$ cat config.mk
export PLATFORM = sky130hd
export DESIGN_NAME = dmem_arbiter
export DESIGN_NICKNAME = d
export VERILOG_FILES = /design/src/rtl/dmem_arbiter.sv
export SDC_FILE = /design/constraint.sdc
export NUM_CORES = 1
export LEC_CHECK = 0
export BUFFER_PORTS_ARGS = -buffer_cell sky130_fd_sc_hd__clkbuf_2
export CAP_MARGIN = 20
export CORE_MARGIN = 2
export CORE_UTILIZATION = 45
export DETAILED_ROUTE_END_ITERATION = 8
export GPL_ROUTABILITY_DRIVEN = 0
export PLACE_DENSITY = 0.8
export SLEW_MARGIN = 30
export SYNTH_ARGS = -nofsm -noshare
export SYNTH_HDL_FRONTEND = slang
export SYNTH_SLANG_ARGS = --single-unit
$ cat constraint.sdc
create_clock -name clock -period 1.9 [get_ports clock]
set_input_delay 0.285 -clock clock [delete_from_list [all_inputs] [get_ports clock]]
set_output_delay 0.285 -clock clock [all_outputs]
set_load 0.01 [all_outputs]
$ cat src/rtl/dmem_arbiter.sv
// Two-port arbiter/sequencer for the shared single-port data memory.
// Define DMEM_ARB_FIXED_PRIO_EN to make port 0 win every tie (default: round-robin).
module dmem_arbiter #(
  parameter int AW     = 8,
  parameter int DW     = 32,
  parameter int RD_LAT = 1
) (
  input  logic          clock,
  input  logic          reset,
  input  logic          req0,
  input  logic          req1,
  input  logic          rw0,
  input  logic          rw1,
  input  logic [AW-1:0] addr0,
  input  logic [AW-1:0] addr1,
  input  logic [DW-1:0] wdata0,
  input  logic [DW-1:0] wdata1,
  output logic          ack0,
  output logic          ack1,
  output logic [DW-1:0] rdata,
  output logic          mem_en,
  output logic          mem_rw,
  output logic [AW-1:0] mem_address,
  output logic [DW-1:0] mem_data_in,
  input  logic [DW-1:0] mem_data_out,
  output logic          busy,
  output logic          gnt_id
);

  typedef enum logic [1:0] {
    IDLE,
    ACCESS,
    WAIT,
    RESP
  } state_e;

  localparam logic [2:0] CNT_INIT = 3'(RD_LAT - 1);

  state_e        state_q;
  logic [2:0]    cnt_q;
  logic          last_q;
  logic          gnt_q;
  logic          ack0_q;
  logic          ack1_q;
  logic          busy_q;
  logic          en_q;
  logic          rw_q;
  logic [AW-1:0] addr_q;
  logic [DW-1:0] wdata_q;
  logic [DW-1:0] rdata_q;
  logic          win_d;

`ifdef DMEM_ARB_FIXED_PRIO_EN
  assign win_d = ~req0;
`else
  // on a tie the port that did not own the previous grant wins
  assign win_d = (req0 & req1) ? ~last_q : req1;
`endif

  always_ff @(posedge clock or negedge reset) begin
    if (!reset) begin
      state_q <= IDLE;
      cnt_q   <= '0;
      last_q  <= 1'b1;
      gnt_q   <= 1'b0;
      ack0_q  <= 1'b0;
      ack1_q  <= 1'b0;
      busy_q  <= 1'b0;
      en_q    <= 1'b0;
      rw_q    <= 1'b0;
      addr_q  <= '0;
      wdata_q <= '0;
      rdata_q <= '0;
    end else begin
      unique case (state_q)
        IDLE: begin
          if (req0 | req1) begin
            state_q <= ACCESS;
            en_q    <= 1'b1;
            busy_q  <= 1'b1;
            gnt_q   <= win_d;
            last_q  <= win_d;
            rw_q    <= win_d ? rw1 : rw0;
            addr_q  <= win_d ? addr1 : addr0;
            wdata_q <= win_d ? wdata1 : wdata0;
          end
        end
        ACCESS: begin
          en_q <= 1'b0;
          if (rw_q) begin
            state_q <= RESP;
            ack0_q  <= ~gnt_q;
            ack1_q  <= gnt_q;
          end else begin
            state_q <= WAIT;
            cnt_q   <= CNT_INIT;
          end
        end
        WAIT: begin
          if (cnt_q == 3'd0) begin
            state_q <= RESP;
            rdata_q <= mem_data_out;
            ack0_q  <= ~gnt_q;
            ack1_q  <= gnt_q;
          end else begin
            cnt_q <= cnt_q - 3'd1;
          end
        end
        RESP: begin
          state_q <= IDLE;
          ack0_q  <= 1'b0;
          ack1_q  <= 1'b0;
          busy_q  <= 1'b0;
        end
        default: state_q <= IDLE;
      endcase
    end
  end

  assign ack0        = ack0_q;
  assign ack1        = ack1_q;
  assign rdata       = rdata_q;
  assign mem_en      = en_q;
  assign mem_rw      = rw_q;
  assign mem_address = addr_q;
  assign mem_data_in = wdata_q;
  assign busy        = busy_q;
  assign gnt_id      = gnt_q;

endmodule
==> flow_summary.yaml, run 1 <==
status:
  status: "finished, final reports clean"
setup_path:
  cp_max_fo: 4
  crit_path_start_kind: "register"
  r2r_slack_ns: 0.13
  end_kind: "register"
  cp.required_ns: 2.13
  crit_arrival_ns: 2.00
  r2r-start: "cnt_q[0]"
  r2r_cells: 5
  r2r-end: "ack0"
  critPathKind: "register to register"
flow_run:
  maxCapViolCount: 0
synth:
  synth_ff_type: "dfrtp_1"
  synthArstFlopShare_pct: 100
  synth_cells: 308
  yosysMostFrequentCell: "dfrtp_1"
  ys_warn_count: 0
  synth_top_cell_area_share_pct: 54.9
  synth.net_count: 434
  yosysSeqAreaShare_pct: 55.6
  synth_common_cells: "83 x dfrtp_1, 47 x o21ai_1, 44 x nand2_1"
  avgSynthCellArea_um2: 12.3
  synthTopCellsByArea: "dfrtp_1 55%, mux2i_1 11%, mux2_1 10%, o21ai_1 6.2%, nand2_1 4.4%"
  ys_ff_latch: 84
  synthDistinctLibCells: 33
  yosysTopAreaCell: "dfrtp_1"
  netlist_area_um2: 3780
  synth_edf_count: 0
place:
  io_buffers: 195
  place_inst: 596
  hpwl_mm: 6.56
global_routing:
  first_global_vias: 2929
  antenna_found_initial: 0
  grt_overflow_total: 0
  grt_use_total_pct: 19.2
  grt_first_pass_wirelength_mm: 13.4
  grt_max_degree: 85
drt:
  avgViaCountPerCell: 4.87
  drc: 0
  routed_wl_mm: 8.76
  firstDrtPassIters: 4
  first_iter_violations: 44
  postRouteAntennaNets: 0
  wire_per_inst_um: 14.3
  vias: 2988
sta:
  finClkSkew_ns: 0.00997
  fin_tns_setup_ns: 0
  fin_crit_ns: 1.77
  max_slew.worst_pin.slew_ns: 0.611
  slew_headroom_pct: 59.3
  max_freq_mhz: 566
  hold_violations: 0
  drv_slew: 0
  setup_violations: 0
  rsz0062_at_grt: "no"
  fin_crit_sh_pct: 93.1
floorplanning:
  initial_core_util_pct: 46.3
  die_h_um: 95.7
  chipWidth_um: 95.7
  design.core.area_um2: 8180
  io_pins: 196
  die_area_um2: 9150
  rows: 33
clock_tree:
  cts_tree: "built"
  worstSkewPairLatency_ns: 0.35
  clock_path_buffers: 2
  postCtsSetupBuffers: 0
  numCtsBuffers: 9
  clkSinkCount: 84
  cts_max_level: 3
  clk_pin_slew_ns: 0.09
  cts_root_buffer: "clkbuf_8"
cells_and_area:
  n_antenna_cell: 0
  instances_no_fill: 614
  drive_gt1_share_pct: 44.4
  area_growth_pct: 33.8
  final_core_util_pct: 61.9
  regArea_um2: 2100
  final.fill_count: 670
  multiInputGateArea_um2: 1530
  nNetsFinal: 630
worst_hold_path:
  holdPathEnd: "rdata[6]"
  min_path_cells: 2
  holdCritPathClass: "primary input to register"
  worstHoldStart: "mem_data_out[6]"
pwr:
  leakagePower_nw: 2.77
  peakVddDrop_v: 0.000636
  finalPower_w: 0.00800
  power_density_nw_per_um2: 1580
==> how the worst max path moves through the flow <==
stage                     slack, ns  startpoint          to  cells after the start
after floorplan                0.30  state_q[0]   rdata[10]                      6
after global placement         0.05  state_q[0]   rdata[11]                      4
after detailed placement      -0.08  state_q[0]    rdata[7]                      4
after CTS                     0.007  state_q[0]   rdata[12]                      4
after global routing           0.03  state_q[0]  state_q[1]                      5
final                          0.13    cnt_q[0]        ack0                      5
==> repair_timing <==
action | 4_1_cts | 5_1_grt
hold endpoints to repair | 43 | 0
endpoints found under the setup margin | 33 | 33
gates cloned | 1 | 0
hold buffers | 1 | 0
resized for setup | 1 | 1
pin swaps | 1 | 0
==> report_power, final <==
group / total, W / internal, W / switching [W] / leakage (nW)
combinational: 0.00353 / 0.00160 / 0.00193 / 1.67
sequential: 0.00320 / 0.00269 / 0.000503 / 1.01
clock: 0.00127 / 0.000611 / 0.000663 / 0.0841
total: 0.00800 / 0.00491 / 0.00309 / 2.77
==> cell type report <==
cell class,instances,share of cell area (%)
sequential,84,41.5
multi-input combinational,200,30.2
timing repair buffer,202,21.2
tap,105,2.60
clock buffer,9,2.45
clock inverter,7,1.51
inverter,7,0.519
==> through the flow <==
step	instance area [µm²]	worst slack, ns	hold slack, ns
2_1_floorplan	3780	0.305	-0.0106
3_3_place_gp	4830	0.0458	0.324
3_5_place_dp	4830	-0.0772	0.336
4_1_cts	5060	0.00711	0.130
5_1_grt	5060	0.0286	0.134
6_report	5060	0.132	0.144
==> metal layers <==
metal | global-route usage (%) | wire length (µm) | vias up
met5 | 0 | 0 | -
met1 | 22.8 | 3560 | 1377
met2 | 34.0 | 4350 | 138
li1 | - | - | 1460
met3 | 3.95 | 704 | 13
met4 | 7.50 | 140 | 0
==> cells in the final DEF (no fill, tap or decap), types with 2 or more instances in the layout <==
| cell type | instances |
|---|---|
| mux2_1 | 35 |
| mux2i_1 | 42 |
| nor2_1 | 4 |
| dfrtp_1 | 83 |
| ha_1 | 7 |
| inv_1 | 7 |
| buf_12 | 3 |
| nand3b_4 | 2 |
| o21ai_1 | 46 |
| buf_4 | 4 |
| clkbuf_2 | 194 |
| clkbuf_8 | 9 |
| nand2_1 | 44 |
| clkinvlp_4 | 5 |
==> worst max-delay path, stage by stage, from the launching register on <==
cell,delay [ns]
dfrtp_1,0.36
inv_1,0.11
ha_1,0.33
nand2b_1,0.17
a221oi_2,0.33
mux2_1,0.35
==> cell families (layout without fill, tap and decap cells) <==
group	after synthesis	in the layout	share of synthesized area [%]
mux	77	77	21.5
buf+inv	25	225	4.83
flops	84	84	55.6
simple gates	56	57	6.68
fa+ha+maj	8	8	2.65
compound gates	58	58	8.70
==> registers in the layout, indices dropped and copies added, names as in the netlist <==
signal / flops
cnt_q: 3
ack0: 1
last_q: 1
busy: 1
ack1: 1
mem_rw: 1
gnt_id: 1
rdata: 32
mem_data_in: 32
mem_en: 1
state_q: 2
mem_address: 8
Power figures use the tool's default switching activity.
==> inputs of run 2 (changes only) <==
--- a/config.mk
+++ b/config.mk
@@ -7,11 +7,12 @@
 export LEC_CHECK = 0
 export BUFFER_PORTS_ARGS = -buffer_cell sky130_fd_sc_hd__clkbuf_2
 export CAP_MARGIN = 20
+export CORE_ASPECT_RATIO = 0.5
 export CORE_MARGIN = 2
 export CORE_UTILIZATION = 45
 export DETAILED_ROUTE_END_ITERATION = 8
 export GPL_ROUTABILITY_DRIVEN = 0
-export PLACE_DENSITY = 0.8
+export PLACE_DENSITY = 0.78
 export SLEW_MARGIN = 30
 export SYNTH_ARGS = -nofsm -noshare
 export SYNTH_HDL_FRONTEND = slang
==> flow_summary.yaml, run 2 (same netlist as run 1, synthesis figures left out) <==
status:
  status: "finished, final reports clean"
setup_path:
  crit_arrival_ns: 1.97
  crit_path_start_kind: "register"
  cp.required_ns: 2.11
  path_cells: "inv_1 > ha_1 > nand2b_1 > a221oi_2 > mux2_1"
  crit_slowest_cell: "dfrtp_1"
  critPathKind: "register to register"
  slowest_delay_ns: 0.36
  end_kind: "register"
  cp_max_fo: 4
drt:
  vias: 2936
  routed_wl_mm: 8.32
  firstDrtPassIters: 4
  postRouteAntennaNets: 0
  first_iter_violations: 124
  drc: 0
  wire_per_inst_um: 13.3
  avgViaCountPerCell: 4.71
cells_and_area:
  n_antenna_cell: 0
  final_core_util_pct: 64.1
  final_common_cell: "clkbuf_2"
  nNetsFinal: 633
  area_growth_pct: 37.0
  drive_gt1_share_pct: 44.3
  final_cell_mix: "194 x clkbuf_2, 83 x dfrtp_1, 46 x o21ai_1, 44 x nand2_1, 42 x mux2i_1"
clock_tree:
  clkSinkCount: 84
  postCtsSetupBuffers: 0
  cts_max_level: 3
  worstSkewPairLatency_ns: 0.33
  cts_tree: "built"
  cts_root_buffer: "clkbuf_16"
  numCtsBuffers: 9
  clock_path_buffers: 2
  clk_pin_slew_ns: 0.06
sta:
  setup_violations: 0
  max_freq_mhz: 569
  hold_violations: 0
  slew_headroom_pct: 58.4
  rsz0062_at_grt: "no"
  fin_crit_ns: 1.76
  max_slew.worst_pin.slew_ns: 0.622
  whs_ns: 0.161
  fin_ws_ns: 0.142
  drv_slew: 0
  fin_crit_sh_pct: 92.6
  finClkSkew_ns: 0.00546
place:
  io_buffers: 195
  hpwl_mm: 6.47
  pre_cts_ws_ns: -0.0844
floorplanning:
  io_pins: 196
  die_h_um: 68.8
  design.core.area_um2: 8090
  die_area_um2: 9200
  chipWidth_um: 134
  initial_core_util_pct: 46.8
  rows: 23
pwr:
  peakVddDrop_v: 0.000739
  power_density_nw_per_um2: 1620
  finalPower_w: 0.00838
  leakagePower_nw: 2.84
flow_run:
  maxCapViolCount: 0
global_routing:
  antenna_found_initial: 0
  first_global_vias: 2732
  grt_first_pass_wirelength_mm: 12.9
  grt_max_degree: 39
  grt_overflow_total: 0
  grt_use_total_pct: 18.3
worst_hold_path:
  holdCritPathClass: "primary input to register"
## run 2: where the power goes
part / internal [W] / total, W / switching (W)
clock network: 0.00101 / 0.00166 / 0.000649
registers: 0.00270 / 0.00317 / 0.000471
logic: 0.00163 / 0.00355 / 0.00192
total: 0.00534 / 0.00838 / 0.00304
## run 2: through the flow
| stage | setup TNS (ns) | instance area (µm²) | std cells |
|---|---|---|---|
| 3_3_place_gp | 0 | 4860 | 606 |
| 3_5_place_dp | -2.17 | 4860 | 606 |
| 6_report | 0 | 5180 | 624 |
| 4_1_cts | 0 | 5180 | 624 |
| 2_1_floorplan | 0 | 3780 | 308 |
| 5_1_grt | 0 | 5180 | 624 |
## run 2: layer usage
metal / track usage [%] / routed length, µm / vias to the layer above
met4: 6.91 / 112 / 0
li1: - / - / 1480
met2: 32.9 / 4250 / 84
met5: 0 / 0 / -
met1: 21.7 / 3520 / 1363
met3: 5.04 / 433 / 9
## run 2: repair_timing
| item | in CTS | in global routing |
|---|---|---|
| hold buffers | 1 | 0 |
| gates cloned | 1 | 0 |
| endpoints found under the setup margin | 33 | 35 |
| pin swaps | 1 | 0 |
| endpoints found under the hold margin | 35 | 0 |
| resized for setup | 1 | 2 |
## run 2: layout make-up
| type | count | area (µm²) |
|---|---|---|
| fill | 658 | 2900 |
| clock buffer | 11 | 233 |
| sequential | 84 | 2100 |
| timing repair buffer | 205 | 1100 |
| multi-input combinational | 200 | 1530 |
| clock inverter | 5 | 52.6 |
| inverter | 7 | 26.3 |
| tap | 112 | 140 |
## run 2: critical path, delay by kind of cell (launching register included)
kind            cells  cell delay (ns)
flops               1             0.36
mux                 1             0.36
compound gates      1             0.34
fa+ha+maj           1             0.32
simple gates        1             0.16
buf+inv             1             0.10
## run 2: worst paths after layout
kind | end | startpoint | depth (start not counted) | slack (ns)
setup / recovery | ack1 | cnt_q[0] | 5 | 0.14
hold / removal | rdata[18] | mem_data_out[18] | 2 | 0.16
setup reg to reg | ack1 | cnt_q[0] | 5 | 0.14
hold reg to reg | mem_data_in[3] | mem_data_in[3] | 2 | 0.48
max in group asynchronous | mem_data_in[10] | reset | 3 | 0.86
min in group asynchronous | state_q[0] | reset | 2 | 0.46
==> inputs of run 3 (changes only) <==
--- a/config.mk
+++ b/config.mk
@@ -7,9 +7,11 @@
 export LEC_CHECK = 0
 export BUFFER_PORTS_ARGS = -buffer_cell sky130_fd_sc_hd__clkbuf_2
 export CAP_MARGIN = 20
+export CELL_PAD_IN_SITES_DETAIL_PLACEMENT = 1
+export CELL_PAD_IN_SITES_GLOBAL_PLACEMENT = 1
 export CORE_ASPECT_RATIO = 0.5
 export CORE_MARGIN = 2
-export CORE_UTILIZATION = 45
+export CORE_UTILIZATION = 34
 export DETAILED_ROUTE_END_ITERATION = 8
 export GPL_ROUTABILITY_DRIVEN = 0
 export PLACE_DENSITY = 0.78
==> flow_summary.yaml, run 3 (same netlist as run 1, synthesis figures left out) <==
status:
  status: "finished, final reports clean"
cells_and_area:
  drive_gt1_share_pct: 44.5
  final.fill_count: 1283
  multiInputGateArea_um2: 1510
  n_antenna_cell: 0
  final_common_cell: "clkbuf_2"
  final_cell_mix: "194 x clkbuf_2, 83 x dfrtp_1, 46 x o21ai_1, 44 x nand2_1, 42 x mux2i_1"
  nNetsFinal: 633
  area_growth_pct: 38.4
  regArea_um2: 2100
  final_core_util_pct: 48.0
clock_tree:
  worstSkewPairLatency_ns: 0.34
  cts_root_buffer: "clkbuf_16"
  clock_path_buffers: 2
  numCtsBuffers: 9
  cts_tree: "built"
  clkSinkCount: 84
  clk_pin_slew_ns: 0.06
  cts_max_level: 3
  cts_resized: 0
sta:
  rsz0062_at_grt: "no"
  fin_ws_ns: 0.174
  drv_slew: 0
  finClkSkew_ns: 0.00525
  hold_violations: 0
  fin_crit_ns: 1.73
  fin_tns_setup_ns: 0
  max_freq_mhz: 579
  fin_crit_sh_pct: 90.8
  setup_violations: 0
  slew_headroom_pct: 55.2
  max_slew.worst_pin.slew_ns: 0.670
drt:
  first_iter_violations: 76
  firstDrtPassIters: 4
  avgViaCountPerCell: 4.57
  drc: 0
  wire_per_inst_um: 14.6
  postRouteAntennaNets: 0
  vias: 3004
  routed_wl_mm: 9.57
pwr:
  power_frac_clock_pct: 19.7
  seqPwrFrac_pct: 37.5
  finalPower_w: 0.00849
  power_density_nw_per_um2: 1620
  p_sw_w: 0.00313
  leakagePower_nw: 2.84
  power.internal_w: 0.00535
  peakVddDrop_v: 0.000507
  sw_frac_of_total_pct: 36.9
  p_comb_share_pct: 42.8
place:
  hpwl_mm: 7.38
  pre_cts_ws_ns: 0.193
  io_buffers: 195
flow_run:
  maxCapViolCount: 0
global_routing:
  first_global_vias: 3188
  grt_first_pass_wirelength_mm: 15.8
  antenna_found_initial: 0
  grt_max_degree: 44
  grt_overflow_total: 0
  grt_use_total_pct: 16.6
floorplanning:
  rows: 27
  initial_core_util_pct: 34.7
  die_area_um2: 12000
  chipWidth_um: 153
  design.core.area_um2: 10900
  die_h_um: 78.6
  io_pins: 196
setup_path:
  critPathKind: "register to register"
  crit_arrival_ns: 1.95
  r2r-start: "state_q[0]"
  crit_path_start: "state_q[0]"
  end_kind: "register"
  crit_path_start_kind: "register"
  cp_max_fo: 5
  cp.required_ns: 2.12
worst_hold_path:
  worstHoldStart: "mem_data_out[7]"
  holdCritPathClass: "primary input to register"
run 3: changes by cell type in the layout (fill, tap and decap cells not counted):
| cell | previous run | this run |
|---|---|---|
| buf_12 | 3 | 5 |
| buf_6 | 1 | 0 |
| bufinv_16 | 1 | 0 |
| clkbuf_1 | 2 | 0 |
| clkbuf_8 | 0 | 3 |
| ha_1 | 7 | 8 |
| ha_2 | 1 | 0 |
| nand3b_4 | 2 | 1 |
run 3: layout make-up:
class,instances,area share [%]
timing repair buffer,206,21.5
clock inverter,4,0.430
inverter,7,0.502
tap,145,3.47
clock buffer,12,5.09
multi-input combinational,199,28.8
sequential,84,40.2
run 3: routing by layer:
layer  vias to the layer above  share of wire [%]  routed length [µm]  GRT usage [%]
li1                       1467                  -                   -              -
met1                      1444                 40                3830           19.0
met2                        81                 53                5080           30.4
met3                        12                5.0                 480           4.58
met4                         0                1.8                 177           5.46
met5                         -                  0                   0              0
run 3: through the flow:
stage	hold slack (ns)	instance area, µm²	cells
after CTS	0.144	5230	657
after floorplan	-0.0106	3780	308
after global placement	0.179	4930	640
final	0.153	5230	657
after global routing	0.152	5230	657
after detailed placement	0.184	4930	640
run 3: what timing repair did:
action	4_1_cts	5_1_grt
buffers inserted	0	0
hold endpoints to repair	17	0
hold buffers	1	0
run 3: worst max-delay path: stages (launching register included):
cell and delay [ns]:
dfrtp_1 0.42, inv_1 0.16, ha_1 0.22, nor3b_2 0.41, a21oi_2 0.08, mux2_1 0.32
run 3: worst paths after layout:
check | to | slack, ns | cells after the start
worst min-delay path | rdata[7] | 0.15 | 2
max in group asynchronous | rdata[18] | 0.93 | 3
min in group asynchronous | mem_data_in[5] | 0.36 | 2
worst max-delay path | state_q[1] | 0.17 | 5
worst max register to register | state_q[1] | 0.17 | 5
worst min register to register | mem_data_in[28] | 0.48 | 2
run 3: power by group through the flow:
| stage | logic [W] | registers, W | clock network, W |
|---|---|---|---|
| detailed placement | 0.00371 | 0.00322 | 0 |
| global route | 0.00405 | 0.00332 | 0.00180 |
| finish | 0.00363 | 0.00318 | 0.00167 |
| CTS | 0.00373 | 0.00320 | 0.00174 |
| global placement | 0.00357 | 0.00318 | 0 |
| floorplan | 0.00181 | 0.00356 | 0 |
